File: config.mk
export PLATFORM = sky130hd
export DESIGN_NAME = operand_mux_pipe
export DESIGN_NICKNAME = d
export VERILOG_FILES = /design/src/rtl/cpu_mux_pkg.sv /design/src/rtl/pipe_skid_buf.sv /design/src/rtl/operand_mux_pipe.sv
export SDC_FILE = /design/constraint.sdc
export NUM_CORES = 1
export LEC_CHECK = 0
export CORE_MARGIN = 2
export CORE_UTILIZATION = 45
export CTS_BUF_LIST = sky130_fd_sc_hd__clkbuf_8
export DETAILED_ROUTE_END_ITERATION = 10
export PLACE_DENSITY = 0.82
export RECOVER_POWER = 25
export SETUP_SLACK_MARGIN = 0.15
export SLEW_MARGIN = 20
export SYNTH_ARGS = -nofsm -noshare
export SYNTH_HDL_FRONTEND = slang
export SYNTH_SLANG_ARGS = --single-unit
File: constraint.sdc
create_clock -name clk -period 4.6 [get_ports clk]
set_input_delay 0.92 -clock clk [delete_from_list [all_inputs] [get_ports clk]]
set_output_delay 0.92 -clock clk [all_outputs]
set_load 0.01 [all_outputs]
File: src/rtl/cpu_mux_pkg.sv
// ---------------------------------------------------------------------------
// cpu_mux_pkg
// Shared types and constants for the operand selector datapath.
//   DATA_W        datapath word width
//   MAX_SEL_W     widest channel index the payload can carry
//   sel_width()   index width for an N-way select (never below 1 bit)
//   payload_t     word + forwarded index + illegal flag, as held in the skid
//   skid_state_e  occupancy of the two-entry skid buffer
// ---------------------------------------------------------------------------
package cpu_mux_pkg;

    localparam int DATA_W    = 19;
    localparam int MAX_SEL_W = 8;

    function automatic int sel_width(input int n);
        return (n <= 2) ? 1 : $clog2(n);
    endfunction

    typedef struct packed {
        logic                 illegal;
        logic [MAX_SEL_W-1:0] idx;
        logic [DATA_W-1:0]    data;
    } payload_t;

    typedef enum logic [1:0] {
        SKID_EMPTY,
        SKID_ONE,
        SKID_FULL
    } skid_state_e;

endpackage

File: src/rtl/pipe_skid_buf.sv
// ---------------------------------------------------------------------------
// pipe_skid_buf
// Two-entry valid/ready register slice: an output register (O) backed by a
// skid register (S). in_ready comes straight from a flop, so there is no
// combinational path from out_ready to in_ready; the skid entry absorbs the
// word that arrives in the cycle downstream stalls.
//   clk, rst_n           clock, async active-low reset
//   in_data/valid/ready  upstream handshake
//   out_data/valid/ready downstream handshake
// ---------------------------------------------------------------------------
module pipe_skid_buf
    import cpu_mux_pkg::*;
#(
    parameter int WIDTH = 8
) (
    input  logic             clk,
    input  logic             rst_n,
    input  logic [WIDTH-1:0] in_data,
    input  logic             in_valid,
    output logic             in_ready,
    output logic [WIDTH-1:0] out_data,
    output logic             out_valid,
    input  logic             out_ready
);

    skid_state_e      state_q;
    logic [WIDTH-1:0] o_q;
    logic [WIDTH-1:0] s_q;
    logic             rdy_q;
    logic             accept;

    // rdy_q is high exactly when S is empty (EMPTY or ONE).
    assign accept = in_valid && rdy_q;

    always_ff @(posedge clk or negedge rst_n) begin
        if (!rst_n) begin
            state_q <= SKID_EMPTY;
            o_q     <= '0;
            s_q     <= '0;
            rdy_q   <= 1'b1;
        end else begin
            case (state_q)
                SKID_EMPTY: begin
                    if (accept) begin
                        o_q     <= in_data;
                        state_q <= SKID_ONE;
                    end
                end
                SKID_ONE: begin
                    if (accept && out_ready) begin
                        o_q <= in_data;
                    end else if (accept) begin
                        // O is stalled: park the new word in S and stop accepting
                        s_q     <= in_data;
                        state_q <= SKID_FULL;
                        rdy_q   <= 1'b0;
                    end else if (out_ready) begin
                        state_q <= SKID_EMPTY;
                    end
                end
                SKID_FULL: begin
                    if (out_ready) begin
                        o_q     <= s_q;
                        state_q <= SKID_ONE;
                        rdy_q   <= 1'b1;
                    end
                end
                default: begin
                    state_q <= SKID_EMPTY;
                    rdy_q   <= 1'b1;
                end
            endcase
        end
    end

    assign in_ready  = rdy_q;
    assign out_valid = (state_q != SKID_EMPTY);
    assign out_data  = o_q;

endmodule

File: src/rtl/operand_mux_pipe.sv
// ---------------------------------------------------------------------------
// operand_mux_pipe
// N-way operand selector with a registered, back-pressure-safe output.
// Selects one of NUM_IN packed channels by in_sel; an out-of-range select
// forwards DEFAULT_IDX, is flagged on out_illegal and is recorded in a sticky
// flag and a saturating counter at accept time.
//   clk, rst_n                          clock, async active-low reset
//   in_data/in_sel/in_valid/in_ready    upstream handshake (channel k at
//                                       in_data[k*WIDTH +: WIDTH])
//   out_data/out_idx/out_illegal        forwarded word, index, illegal flag
//   out_valid/out_ready                 downstream handshake
//   err_clr                             clear sel_err / err_cnt
//   sel_err, err_cnt                    sticky illegal flag, saturating count
// ---------------------------------------------------------------------------
module operand_mux_pipe
    import cpu_mux_pkg::*;
#(
    parameter  int WIDTH       = DATA_W,
    parameter  int NUM_IN      = 4,
    parameter  int DEFAULT_IDX = 0,
    parameter  int ERR_CNT_W   = 8,
    localparam int SEL_W       = sel_width(NUM_IN)
) (
    input  logic                    clk,
    input  logic                    rst_n,
    input  logic [NUM_IN*WIDTH-1:0] in_data,
    input  logic [SEL_W-1:0]        in_sel,
    input  logic                    in_valid,
    output logic                    in_ready,
    output logic [WIDTH-1:0]        out_data,
    output logic [SEL_W-1:0]        out_idx,
    output logic                    out_illegal,
    output logic                    out_valid,
    input  logic                    out_ready,
    input  logic                    err_clr,
    output logic                    sel_err,
    output logic [ERR_CNT_W-1:0]    err_cnt
);

    logic [WIDTH-1:0]     chan [NUM_IN];
    logic                 sel_legal;
    logic [SEL_W-1:0]     fwd_idx;
    logic [WIDTH-1:0]     sel_word;
    logic                 accept;
    payload_t             pl_in;
    payload_t             pl_out;
    logic                 sel_err_q, sel_err_d;
    logic [ERR_CNT_W-1:0] err_cnt_q, err_cnt_d;

    for (genvar k = 0; k < NUM_IN; k++) begin : g_chan
        assign chan[k] = in_data[k*WIDTH +: WIDTH];
    end

    // Extra bit so the compare is meaningful when NUM_IN is a power of two.
    assign sel_legal = ({1'b0, in_sel} < (SEL_W+1)'(NUM_IN));
    assign fwd_idx   = sel_legal ? in_sel : SEL_W'(DEFAULT_IDX);

    always_comb begin
        sel_word = '0;
        for (int k = 0; k < NUM_IN; k++) begin
            if (fwd_idx == SEL_W'(k)) sel_word = chan[k];
        end
    end

    // The payload carries a DATA_W-wide word; WIDTH is expected to match it.
    always_comb begin
        pl_in         = '0;
        pl_in.data    = DATA_W'(sel_word);
        pl_in.idx     = MAX_SEL_W'(fwd_idx);
        pl_in.illegal = !sel_legal;
    end

    pipe_skid_buf #(
        .WIDTH ($bits(payload_t))
    ) u_skid (
        .clk       (clk),
        .rst_n     (rst_n),
        .in_data   (pl_in),
        .in_valid  (in_valid),
        .in_ready  (in_ready),
        .out_data  (pl_out),
        .out_valid (out_valid),
        .out_ready (out_ready)
    );

    assign out_data    = WIDTH'(pl_out.data);
    assign out_idx     = SEL_W'(pl_out.idx);
    assign out_illegal = pl_out.illegal;

    assign accept = in_valid && in_ready;

    // An illegal accept beats a simultaneous clear: the count restarts at 1.
    always_comb begin
        sel_err_d = sel_err_q;
        err_cnt_d = err_cnt_q;
        if (accept && !sel_legal) begin
            sel_err_d = 1'b1;
            if (err_clr)
                err_cnt_d = ERR_CNT_W'(1);
            else if (err_cnt_q != '1)
                err_cnt_d = err_cnt_q + ERR_CNT_W'(1);
        end else if (err_clr) begin
            sel_err_d = 1'b0;
            err_cnt_d = '0;
        end
    end

    always_ff @(posedge clk or negedge rst_n) begin
        if (!rst_n) begin
            sel_err_q <= 1'b0;
            err_cnt_q <= '0;
        end else begin
            sel_err_q <= sel_err_d;
            err_cnt_q <= err_cnt_d;
        end
    end

    assign sel_err = sel_err_q;
    assign err_cnt = err_cnt_q;

endmodule

==> metrics.txt <==
status=finished with violations; failing checks=capacitance limit, slew limit; Rows=29; CP startpoint kind=input port; Hold Path Cell Cnt=1; Yosys reg bits=45; Die Y=85.6 µm; CTS tree=yes; Die X=between 80 and 90 µm; reg2reg setup slack=around 2.3 ns; post-synthesis xor/xnor area fraction=0; layout cells sized above 1=0.122; IO buf count=104; Critical Path Max Stage Delay=0.56 ns; CP Buf/Inv Count=2; Slew Viols, Final=46; First-pass DRT Iterations=5; GP Congestion=around 0.72; Critical Path Slowest Stage Cell=clkdlybuf4s50_1; maxcap violations=1; # DRC=0; largest net degree at the start of global routing=60; Antenna Diode Count=0; Post-CTS Resized=0; initial antenna violation count=0; area delta synth->final=36.5%; first-pass GRT wire length=12,600 µm; post-synthesis simple-gate area fraction=0.135; clk root buf=clkbuf_8; Hold Path Class=reg2reg; Worst Path Max Fanout=13; r2r worst-path depth=4; Final Skew=roughly 0.014 ns; total congestion overflow=0; Num CTS Buffers=5; Pwr Density=about 370 mW/mm²; main combinational cell family by area after synthesis=multiplexers; Peak supply drop=around 180 µV; slew margin rel.=-0.619; fin nets=450; Worst path top cell family by delay=buffers and inverters; Initial DRC Count=137; CP Class=in2reg; Starting Density=0.470; Mapped Area=about 0.003 mm²; Synth Area in Adders=0; Worst R2R Start=u_skid.state_q[1]$_DFFE_PN0P_; vias in the first global route=2,608; hold buffers post-CTS=0; post-route setup TNS=0 ns; clock tree buffer depth=2; H-tree depth=2; CTS sink cnt=45; Crit. End Element=flip-flop; crit path cell chain=clkdlybuf4s50_1 > nand2b_1 > a31o_1 > buf_4 > mux2_2; later-pin clock latency in the skew report=0.32 ns; LEAKAGE=approximately 1.7 nW; Distinct cells, synth=29; Worst-path clk slew=roughly 0.10 ns; core footprint=0.00639 mm²; mux cell area share after synthesis=0.287; total number of vias=2,674; final WL=between 8000 and 9000 µm; Post-CTS Setup Bufs=0; period utilization=0.632; YS warnings=0; Boundary Pins=116; CP arrival=3.12 ns; Fin. Hold Viols=0; total track usage=0.219; antenna-violating nets left=0; Setup-failing EPs final=0; Hold Worst Slack=0.513 ns; HPWL Detailed=5400 µm; Hold EP=u_skid.s_q[2]$_DFFE_PN0P_; DR vias/cell=6.01; Fmax=344 MHz; cells after synthesis=282; Die ar.=approximately 0.0073 mm²; total power=~1.5 mW; R2R Path End=u_skid.out_data[19]$_DFFE_PN0P_; Compound-Gate Fraction of Synth Area=0.124; RSZ-0062 raised after global routing=no; DR WL/cell=18.0 µm; Mean Syn Cell Area=10.6 µm²; register area share after synthesis=0.376; required time of the critical path=4.81 ns; HP Start=u_skid.s_q[2]$_DFFE_PN0P_; post-layout minimum cycle time=a little under 3 ns; worst slew pin tran=~2.4 ns
-- final cells by class --
class	count	area, µm²
repair buffers	110	1070
well taps	77	96.3
clock inverters	3	46.3
fillers	520	2290
flip-flops and latches	45	1130
clock buffers	5	68.8
multi-input cells	203	1680
inverters	2	7.51
-- flip-flops by register name, summed over array words and instances, names as in the netlist --
name and cells:
u_skid.in_ready 1, u_skid.out_data 21, u_skid.state_q 2, u_skid.s_q 21
-- cells in the final DEF (no fill, tap or decap), types with 2 or more instances in the layout --
cell | Yosys | layout
nand3b_1 | 19 | 19
a311oi_1 | 19 | 19
dfrtp_1 | 44 | 44
clkbuf_8 | 0 | 5
or3_1 | 19 | 19
nand2_1 | 19 | 19
nand2b_1 | 2 | 2
conb_1 | 1 | 10
clkdlybuf4s50_1 | 0 | 101
mux2i_1 | 58 | 58
mux2_2 | 25 | 25
a41oi_1 | 19 | 19
buf_4 | 15 | 7
inv_1 | 2 | 2
-- through the flow --
step | area, µm² | utilization | instances | setup slack [ns]
after detailed placement | 3980 | 0.623 | 437 | 1.33
after global routing | 4100 | 0.641 | 445 | 1.36
final | 4100 | 0.641 | 445 | 1.69
after CTS | 4090 | 0.641 | 445 | 1.68
after floorplan | 3030 | - | 291 | 2.52
after global placement | 3980 | 0.623 | 437 | 1.34
-- Yosys cell counts --
| cell | instances | share of area |
|---|---|---|
| dfrtp_1 | 44 | 0.37 |
| o21a_1 | 1 | 0.0025 |
| nand2_1 | 19 | 0.024 |
| or3_1 | 19 | 0.040 |
| nand3b_1 | 19 | 0.048 |
| clkbuf_1 | 17 | 0.021 |
| nor3_1 | 1 | 0.0017 |
| a21oi_1 | 1 | 0.0017 |
| or2_2 | 1 | 0.0021 |
| o21bai_1 | 1 | 0.0025 |
| o22ai_1 | 1 | 0.0021 |
| and3b_1 | 1 | 0.0029 |
| a41oi_1 | 19 | 0.055 |
| buf_2 | 8 | 0.013 |
| and2_1 | 1 | 0.0021 |
| o21ai_0 | 1 | 0.0017 |
| inv_1 | 2 | 0.0025 |
| buf_4 | 15 | 0.038 |
| nand2b_1 | 2 | 0.0042 |
| mux2_2 | 25 | 0.094 |
| nor2b_2 | 1 | 0.0029 |
| nand3_1 | 1 | 0.0017 |
| conb_1 | 1 | 0.0013 |
| clkbuf_2 | 1 | 0.0017 |
| a311oi_1 | 19 | 0.055 |
| dfstp_2 | 1 | 0.0088 |
| mux2i_1 | 58 | 0.19 |
| nor3b_4 | 1 | 0.0063 |
| a31o_1 | 1 | 0.0029 |
-- power by group --
part / switching, mW / internal, mW / total [mW]
sequential: 0.0801 / 0.532 / 0.612
clock: 0.151 / 0.163 / 0.314
combinational: 0.215 / 0.358 / 0.573
total: 0.446 / 1.05 / 1.50
-- how the worst max path moves through the flow --
| stage | slack, ns | depth (start not counted) | start | endpoint |
|---|---|---|---|---|
| 6_report | 1.69 | 5 | out_ready | u_skid.out_data[19]$_DFFE_PN0P_ |
| 5_1_grt | 1.36 | 1 | rst_n | u_skid.s_q[2]$_DFFE_PN0P_ |
| 4_1_cts | 1.68 | 5 | out_ready | u_skid.out_data[19]$_DFFE_PN0P_ |
| 3_5_place_dp | 1.33 | 5 | out_ready | u_skid.out_data[19]$_DFFE_PN0P_ |
| 3_3_place_gp | 1.34 | 5 | out_ready | u_skid.out_data[19]$_DFFE_PN0P_ |
| 2_1_floorplan | 2.52 | 5 | in_valid | u_skid.s_q[10]$_DFFE_PN0P_ |
-- kinds of logic (layout without fill, tap and decap cells) --
group,after synthesis,after routing
simple gates,66,66
compound gates,44,44
mux,83,83
buf+inv,43,120
other cells,1,10
flops,45,45
-- layer usage --
metal,global-route usage,wire (µm)
met1,0.263,3160
met5,0,0
met2,0.386,4220
met3,0.0337,421
met4,0.0981,228
No activity file was read; power rests on OpenSTA's default activity.
==> variant, RTL diff (config.mk and constraints unchanged) <==
Make the reset (`rst_n`) synchronous in 2 clocked blocks. Comments in the files are not updated.
--- a/src/rtl/pipe_skid_buf.sv
+++ b/src/rtl/pipe_skid_buf.sv
@@ -33,5 +33,5 @@
     assign accept = in_valid && rdy_q;
 
-    always_ff @(posedge clk or negedge rst_n) begin
+    always_ff @(posedge clk) begin
         if (!rst_n) begin
             state_q <= SKID_EMPTY;
--- a/src/rtl/operand_mux_pipe.sv
+++ b/src/rtl/operand_mux_pipe.sv
@@ -106,5 +106,5 @@
     end
 
-    always_ff @(posedge clk or negedge rst_n) begin
+    always_ff @(posedge clk) begin
         if (!rst_n) begin
             sel_err_q <= 1'b0;
Formal check against the unedited RTL: differs if rst_n is asserted again (counterexample within 4 cycles, from zero or initial values and one cycle with rst_n low); with rst_n held inactive, the same outputs for 10 cycles.
==> variant against the unedited design <==
- hold slack lost 59 ps
- routed wire length shrank 28%
- core utilization grew 3.4 points
- worst setup slack gained 350 ps
- non-clock buffer count shrank 3
- final area shrank 15%
- critical path depth shrank 1
- sequential share of layout area shrank 1.6 points
- synthesized area shrank 19%
- sequential cell count is the same
Power is not compared: it rests on default switching activity, and its combinational part moved more than twofold at a synthesized area within 25%.
==> variant: results (changes against the unedited design) <==
Detailed routing
  • Routed WL: 5773 um (-28%)
  • DR WL/cell: 13.52 um (-25%)
  • Vias per cell: 5.131 (-15%)
  • Drt pass-1 iters: 4 (-1)
  • Number of DRC markers in iteration 0: 107 (-22%)

Setup path
  • Worst R2R End: u_skid.out_data[16]
  • R2R setup slack: 2840 ps (+540 ps)
  • Worst R2R Start: u_skid.state_q[0]
  • Worst path arrival time: 2670 ps (-450 ps)
  • Setup crit start: in_sel[1]
  • Crit-path max FO: 21 (+8)
  • FF-to-FF path depth: 4 (unchanged)

Outcome
  • Outcome: complete, no violations

Global routing
  • Vias in the first global route: 2195 (-16%)
  • Global-route wire length before repair: 9818 um (-22%)
  • Total GRT Usage: 20.29% (-1.6 points)
  • Largest net degree at the start of global routing: 43 (-28%)

Pwr
  • Internal: 0.6697 mW
  • Leak: 1.315 nW

Min path
  • WHS Path Cells: 2 (+1)
  • Hold Crit Start: u_skid.s_q[14]
  • Min-Delay Endpoint: u_skid.s_q[14]

Clocking
  • CTS clk-pin slew, worst paths: 80 ps (-20 ps)
  • CTS H-tree depth: 2 (unchanged)
  • CTS-repair resized insts: 0 (unchanged)

Place
  • Dpl hpwl: 4128 um (-23%)
  • Gp weighted congestion: 0.7368 (+2.1%)

STA
  • Worst Tran Pin Value: 982.8 ps (-1446 ps)
  • Clock Skews: 6.794 ps (-7.682 ps)

Logic synthesis
  • Synth Flop Type: dfxtp_1
  • Syn Area/Cell: 9.201 um^2 (-13%)
  • Dominant cells by area after synthesis: dfxtp_1, mux4_2, nand2_1
  • Synth top cells by count: nand2_1, dfxtp_1, a21boi_1, a31oi_1, mux4_2
  • Post-synthesis sequential area ratio: 37.23% (-0.36 points)
  • Fraction of registers with async set/reset: 0% (-100 points)

Final layout
  • Nets: 439 (-2.4%)
  • Share of cells above drive strength 1: 9.244% (-3.0 points)
-- variant: cell types whose count changed after synthesis, moves of 13 or more --
cell,before,now
nand2_1,19,86
a21boi_1,0,21
a31oi_1,0,19
a311oi_1,19,0
mux4_2,0,18
clkbuf_1,17,4
o21ai_0,1,15
dfxtp_1,0,45
mux2i_1,58,0
dfrtp_1,44,0
nand3b_1,19,1
or3_1,19,0
a41oi_1,19,0
mux2_2,25,0
-- variant: cell families after synthesis --
family | synth area share, %
simple gates | 17.68
compound gates | 17.68
xor+xnor | 0.3620
mux | 17.84
other cells | 0.1550
buf+inv | 9.048
flops | 37.23
-- variant: cell type report --
class,instances,share of cell area [%]
multi-input cells,197,38.46
repair buffers,107,30.66
flip-flops and latches,45,25.97
well taps,70,2.525
clock buffers,5,1.984
clock inverters,3,0.3968
-- variant: worst max-delay path by stage --
stage / endpoint / cells past startpoint
CTS: u_skid.out_data[1] / 4
global route: u_skid.out_data[16] / 5
floorplan: u_skid.out_data[0] / 4
finish: u_skid.out_data[1] / 4
global placement: u_skid.out_data[0] / 4
detailed placement: u_skid.out_data[1] / 4
-- variant: layer usage --
| layer | track usage (%) | vias to the layer above | routed length, um |
|---|---|---|---|
| li1 | - | 1088 | - |
| met2 | 38.17 | 78 | 3123 |
| met4 | 6.429 | 0 | 82 |
| met1 | 22.67 | 1017 | 2252 |
| met3 | 4.302 | 8 | 315 |
| met5 | 0 | - | 0 |
-- variant: stage by stage --
step	hold WS [ps]	util [%]	total power [mW]	cell area [um^2]	setup slack (ps)
global route	471.8	67.48	0.9558	3468	1943
detailed placement	445.6	65.87	0.6961	3386	1719
CTS	457.0	67.48	0.9214	3468	2030
finish	454.6	67.48	0.9059	3468	2048
floorplan	435.3	-	0.5745	2454	2755
global placement	440.1	65.87	0.6899	3386	1780
-- variant: power groups by stage --
| stage | sequential (mW) | clock [mW] | combinational, mW |
|---|---|---|---|
| 2_1_floorplan | 0.451 | 0 | 0.123 |
| 6_report | 0.433 | 0.227 | 0.246 |
| 4_1_cts | 0.434 | 0.233 | 0.254 |
| 3_5_place_dp | 0.443 | 0 | 0.253 |
| 5_1_grt | 0.438 | 0.251 | 0.267 |
| 3_3_place_gp | 0.442 | 0 | 0.248 |
-- variant: worst max-delay path, stage by stage --
cell and delay, ps:
clkdlybuf4s50_1 1120, mux4_2 450, nand2_1 80, a31oi_1 100
